`src/rtl/pwm_timer.sv`:
```
// Timer/PWM peripheral: prescaled 32-bit up-counter with period wrap, overflow
// interrupt, one-shot mode and four compare-driven PWM outputs.
module pwm_timer (
  input  logic        clk,
  input  logic        rst_n,
  input  logic [7:0]  waddr_i,
  input  logic [31:0] data_i,
  input  logic [3:0]  sel_i,
  input  logic        we_i,
  input  logic [7:0]  raddr_i,
  input  logic        rd_i,
  output logic [31:0] data_o,
  output logic [3:0]  pwm_o,
  output logic        timer_irq
);

  typedef enum logic [5:0] {
    R_CTRL   = 6'h00,
    R_PRESC  = 6'h01,
    R_PERIOD = 6'h02,
    R_CNT    = 6'h03,
    R_STAT   = 6'h04,
    R_CMP0   = 6'h05,
    R_CMP1   = 6'h06,
    R_CMP2   = 6'h07,
    R_CMP3   = 6'h08
  } reg_idx_e;

  logic        en, irq_en, oneshot, ovf;
  logic [3:0]  ch_en;
  logic [15:0] presc, pcnt;
  logic [31:0] period, cnt;
  logic [31:0] cmp [4];

  logic        wr_ctrl, wr_presc, wr_period, wr_cnt, wr_stat;
  logic [3:0]  wr_cmp;
  logic [31:0] wmask, rdata;
  logic [3:0]  pwm_next;
  logic        tick, wrap;
  logic        unused_addr_lsbs;

  assign unused_addr_lsbs = &{1'b0, waddr_i[1:0], raddr_i[1:0]};

  assign wmask = {{8{sel_i[3]}}, {8{sel_i[2]}}, {8{sel_i[1]}}, {8{sel_i[0]}}};
  assign tick  = en && (pcnt >= presc);
  assign wrap  = tick && (cnt >= period);
  assign timer_irq = ovf & irq_en;

  always_comb begin
    wr_ctrl   = 1'b0;
    wr_presc  = 1'b0;
    wr_period = 1'b0;
    wr_cnt    = 1'b0;
    wr_stat   = 1'b0;
    wr_cmp    = '0;
    if (we_i) begin
      case (waddr_i[7:2])
        R_CTRL:   wr_ctrl   = 1'b1;
        R_PRESC:  wr_presc  = 1'b1;
        R_PERIOD: wr_period = 1'b1;
        R_CNT:    wr_cnt    = 1'b1;
        R_STAT:   wr_stat   = 1'b1;
        R_CMP0:   wr_cmp[0] = 1'b1;
        R_CMP1:   wr_cmp[1] = 1'b1;
        R_CMP2:   wr_cmp[2] = 1'b1;
        R_CMP3:   wr_cmp[3] = 1'b1;
        default:  ;
      endcase
    end
  end

  always_comb begin
    rdata = '0;
    case (raddr_i[7:2])
      R_CTRL:   rdata = {24'd0, ch_en, 1'b0, oneshot, irq_en, en};
      R_PRESC:  rdata = {16'd0, presc};
      R_PERIOD: rdata = period;
      R_CNT:    rdata = cnt;
      R_STAT:   rdata = {31'd0, ovf};
      R_CMP0:   rdata = cmp[0];
      R_CMP1:   rdata = cmp[1];
      R_CMP2:   rdata = cmp[2];
      R_CMP3:   rdata = cmp[3];
      default:  rdata = '0;
    endcase
  end

  always_comb begin
    pwm_next = '0;
    for (int unsigned n = 0; n < 4; n++)
      pwm_next[n] = en & ch_en[n] & (cnt < cmp[n]);
  end

  always_ff @(posedge clk or negedge rst_n) begin
    if (!rst_n) begin
      en      <= 1'b0;
      irq_en  <= 1'b0;
      oneshot <= 1'b0;
      ch_en   <= '0;
      presc   <= '0;
      pcnt    <= '0;
      period  <= '0;
      cnt     <= '0;
      ovf     <= 1'b0;
      for (int unsigned n = 0; n < 4; n++) cmp[n] <= '0;
      data_o  <= '0;
      pwm_o   <= '0;
    end else begin
      if (!en || pcnt >= presc) pcnt <= '0;
      else                      pcnt <= pcnt + 16'd1;

      // A CTRL write overrides the one-shot auto-disable in the same cycle.
      if (wr_ctrl) begin
        if (sel_i[0]) begin
          en      <= data_i[0];
          irq_en  <= data_i[1];
          oneshot <= data_i[2];
          ch_en   <= data_i[7:4];
        end
      end else if (wrap && oneshot) begin
        en <= 1'b0;
      end

      if (wr_presc)  presc  <= (presc & ~wmask[15:0]) | (data_i[15:0] & wmask[15:0]);
      if (wr_period) period <= (period & ~wmask) | (data_i & wmask);

      if (wr_cnt)    cnt <= (cnt & ~wmask) | (data_i & wmask);
      else if (wrap) cnt <= '0;
      else if (tick) cnt <= cnt + 32'd1;

      if (wrap)                                  ovf <= 1'b1;
      else if (wr_stat && sel_i[0] && data_i[0]) ovf <= 1'b0;

      for (int unsigned n = 0; n < 4; n++)
        if (wr_cmp[n]) cmp[n] <= (cmp[n] & ~wmask) | (data_i & wmask);

      if (rd_i) data_o <= rdata;
      pwm_o <= pwm_next;
    end
  end

endmodule

```
`config.mk`:
```
export PLATFORM = sky130hd
export DESIGN_NAME = pwm_timer
export DESIGN_NICKNAME = d
export VERILOG_FILES = /design/src/rtl/pwm_timer.sv
export SDC_FILE = /design/constraint.sdc
export NUM_CORES = 1
export LEC_CHECK = 0
export CORE_MARGIN = 4
export CORE_UTILIZATION = 59
export CTS_CLUSTER_DIAMETER = 100
export DETAILED_ROUTE_END_ITERATION = 10
export GPL_TIMING_DRIVEN = 0
export PLACE_DENSITY_LB_ADDON = 0.12
export SYNTH_ARGS = -nofsm -noshare
export SYNTH_HDL_FRONTEND = slang
export SYNTH_SLANG_ARGS = --single-unit
```
`constraint.sdc`:
```
create_clock -name clk -period 4.85 [get_ports clk]
set_clock_uncertainty 0.1 [all_clocks]
set_input_delay 0.7275 -clock clk [delete_from_list [all_inputs] [get_ports clk]]
set_output_delay 0.7275 -clock clk [all_outputs]
set_load 0.02 [all_outputs]
```
==> flow_summary.ini <==
[run_status]
status = finished clean

[detailed_routing]
vias = 13792
wl_mm = 49.3
drc = 0
postRouteAntennaNets = 0
firstDrtPassIters = 10
wl_per_cell_um = 22.9
drt_iter0_markers = 1274
routed_via_density = 6.41

[power_and_ir_drop]
sequentialPowerShare = 0.404
p_int_mw = 4.63
total_power_mw = 7.07
power.switching_mw = 2.44
clockPowerShare = 0.320
p_comb_frac = 0.275
powerDensity_nw_per_um2 = 376
p_leak_nw = 8.26
ir_drop_v = 0.000299
switching_share = 0.345

[worst_setup_path]
crit_fanout = 10
criticalPathCategory = in2reg
slowest_delay_ns = 0.94
crit_path_cell_trace = clkdlybuf4s50_1, or4b_2, nor3_1, buf_2, o21ai_1, buf_2, o22ai_1
required_ns = 5.22
slowest_stage = nor3_1
path_buf_inv = 3
cp-startpoint = raddr_i[4]
worst_setup_path_start_kind = input port
r2r_slack_ns = 1.22
arrival_ns = 4.41
reg2regPathDepth = 8
cp_common_cell = buf_2
cp_top_family = simple AND/OR/NAND/NOR gates
cp-end-kind = flop

[grt]
overflow = 0
grt_util_all_layers = 0.318
grt_pass1_vias = 13862
grt_pass1_wl_mm = 77.2
grt_start_max_net_pins = 110
grt_antenna_before_repair = 0

[sta]
period_minus_slack_ns = 4.04
hold_viol = 0
setup_viol = 0
clock.fmax_mhz = 247
tightest_slew_ns = 1.41
final.setup.worst_slack_ns = 0.809
slew_headroom = 0.0526
grt_setup_unrepaired = false
post-route-period-util = 0.833
slew_violations = 0

[logic_synthesis]
yosys_warnings = 0
syn_nets = 1873
postSynthAreaPerCell_um2 = 10.0
ys_ff_latch = 268
synth_seq_area_share = 0.407
synthesis.area_um2 = 16500
synth-main-ff-cell = dfrtp_1
synth_cell_types = 63
synth_edf_count = 0
synth_cells = 1643
asyncSetResetFlopFracSynth = 1.00

[cts]
cts.clk_slew.worst_paths_ns = 0.06
cts_resized = 0
numCtsBuffers = 30
cts_root_buf = clkbuf_16
clk_path_buf_depth = 3
cts_tree = done
htreeDepth = 1
insertion_delay_ns = 0.57
cts_sinks = 268
hold_buffers = 0
cts_setup_buffers = 0

[floorplan]
rows = 60
dieArea_um2 = 30700
die_x_um = 175
die_height_um = 175
start_util = 0.605
ios = 93
coreArea_um2 = 27300

[layout]
antennaDiodeCount = 0
area_delta_synth_final_pct = 14.1
post-route-util = 0.690
filler_cell_count = 2191
drive_above_1_share = 0.144
nNetsFinal = 1989

[place]
place_ws_ns = 0.352
gp_congestion = 0.936
port_buffers = 82
dpl.hpwl_mm = 35.8

[worst_hold_path]
hold_path_class = in2async

[flow_run]
cap_viol_max_count = 0
==> cell type report <==
class | count | area [um^2] | area share
multi-input combinational | 1111 | 8770 | 0.466
clock inverter | 6 | 55.1 | 0.00293
timing repair buffer | 84 | 881 | 0.0469
clock buffer | 47 | 916 | 0.0487
sequential | 268 | 6710 | 0.357
inverter | 213 | 800 | 0.0425
buffer | 51 | 208 | 0.0110
tap | 372 | 465 | 0.0248
==> how the worst max path moves through the flow <==
| stage | to | slack [ns] | cells past startpoint |
|---|---|---|---|
| 2_1_floorplan | flop | 2.00 | 12 |
| 3_3_place_gp | async pin | -8.65 | 1 |
| 3_5_place_dp | data_o[25] | 0.35 | 7 |
| 4_1_cts | data_o[25] | 0.93 | 7 |
| 5_1_grt | data_o[27] | 0.82 | 7 |
| 6_report | data_o[30] | 0.81 | 7 |
==> metrics by stage <==
stage	hold WS [ns]	instance area [um^2]	std cells	setup TNS, ns
2_1_floorplan	0.332	16500	1643	0
3_3_place_gp	0.387	17800	2097	-2309.98
3_5_place_dp	0.393	17800	2099	0
4_1_cts	0.0598	18800	2152	0
5_1_grt	0.0949	18800	2152	0
6_report	0.0263	18800	2152	0
==> power by group through the flow <==
stage / logic, mW / clock network [mW] / registers (mW)
4_1_cts: 1.92 / 2.28 / 2.84
3_3_place_gp: 1.80 / 0 / 2.87
2_1_floorplan: 1.32 / 0 / 2.72
6_report: 1.95 / 2.26 / 2.86
3_5_place_dp: 1.90 / 0 / 2.88
5_1_grt: 2.20 / 2.38 / 2.89
==> layout by cell type, fill, tap and decap left out, types with 6 or more instances in the layout <==
cell               n
dfrtp_1          268
inv_1            212
mux2_2           183
ha_1             174
nand2_1          111
clkdlybuf4s50_1   81
a21oi_1           77
nor2_1            65
a22oi_1           61
o21ai_0           57
clkbuf_1          48
nand4_1           37
nor3_1            32
nand3_1           32
o22ai_1           32
clkbuf_16         31
a21o_1            27
a221oi_1          26
a211oi_1          13
nor2b_1           12
and3_1            12
nor4_1            11
buf_2             10
o211ai_1           9
a222oi_1           9
xor2_1             8
a221o_1            8
clkbuf_8           8
and2_1             7
o21a_1             7
or3_1              7
a211o_1            7
a22o_1             7
o31ai_1            6
xnor2_1            6
nand2b_1           6
o31a_1             6
==> cell usage after synthesis, types with 8 or more instances <==
cell	count	area, um^2
dfrtp_1	268	6710
inv_1	212	796
mux2_2	183	2060
ha_1	174	2180
nand2_1	111	417
a21oi_1	77	385
nor2_1	65	244
a22oi_1	61	458
o21ai_0	57	285
clkbuf_1	40	150
nand4_1	37	231
nand3_1	32	160
nor3_1	32	160
o22ai_1	32	200
a21o_1	27	203
a221oi_1	26	228
a211oi_1	13	97.6
and3_1	12	75.1
nor2b_1	12	75.1
nor4_1	11	68.8
buf_2	10	50.1
a222oi_1	9	90.1
o211ai_1	9	67.6
a221o_1	8	80.1
xor2_1	8	70.1
==> cells by family after synthesis <==
kind of cell               Yosys count  share of synthesized area
AOI/OAI and AO/OA                  384                      0.161
and+or+nand+nor                    354                      0.105
DFF                                268                      0.407
buffers and inverters              264                     0.0611
muxes                              185                      0.126
adders and majority gates          174                      0.132
xor gates and xnor gates            14                    0.00744
==> worst reg2reg max path, delay by kind of cell (launching register included) <==
| kind | cells | cell delay (ns) |
|---|---|---|
| fa+ha+maj | 1 | 0.40 |
| simple gates | 3 | 1.10 |
| flops | 1 | 0.57 |
| buf+inv | 1 | 0.51 |
| compound gates | 3 | 0.84 |
==> per-layer routing <==
layer  GRT usage  up-vias  wire length, um
met2       0.513      631            22500
met1       0.422     6754            19900
met4       0.167        0             3150
met5           0        -                0
met3      0.0420      184             3700
li1            -     6223                -
Power figures use the tool's default switching activity.
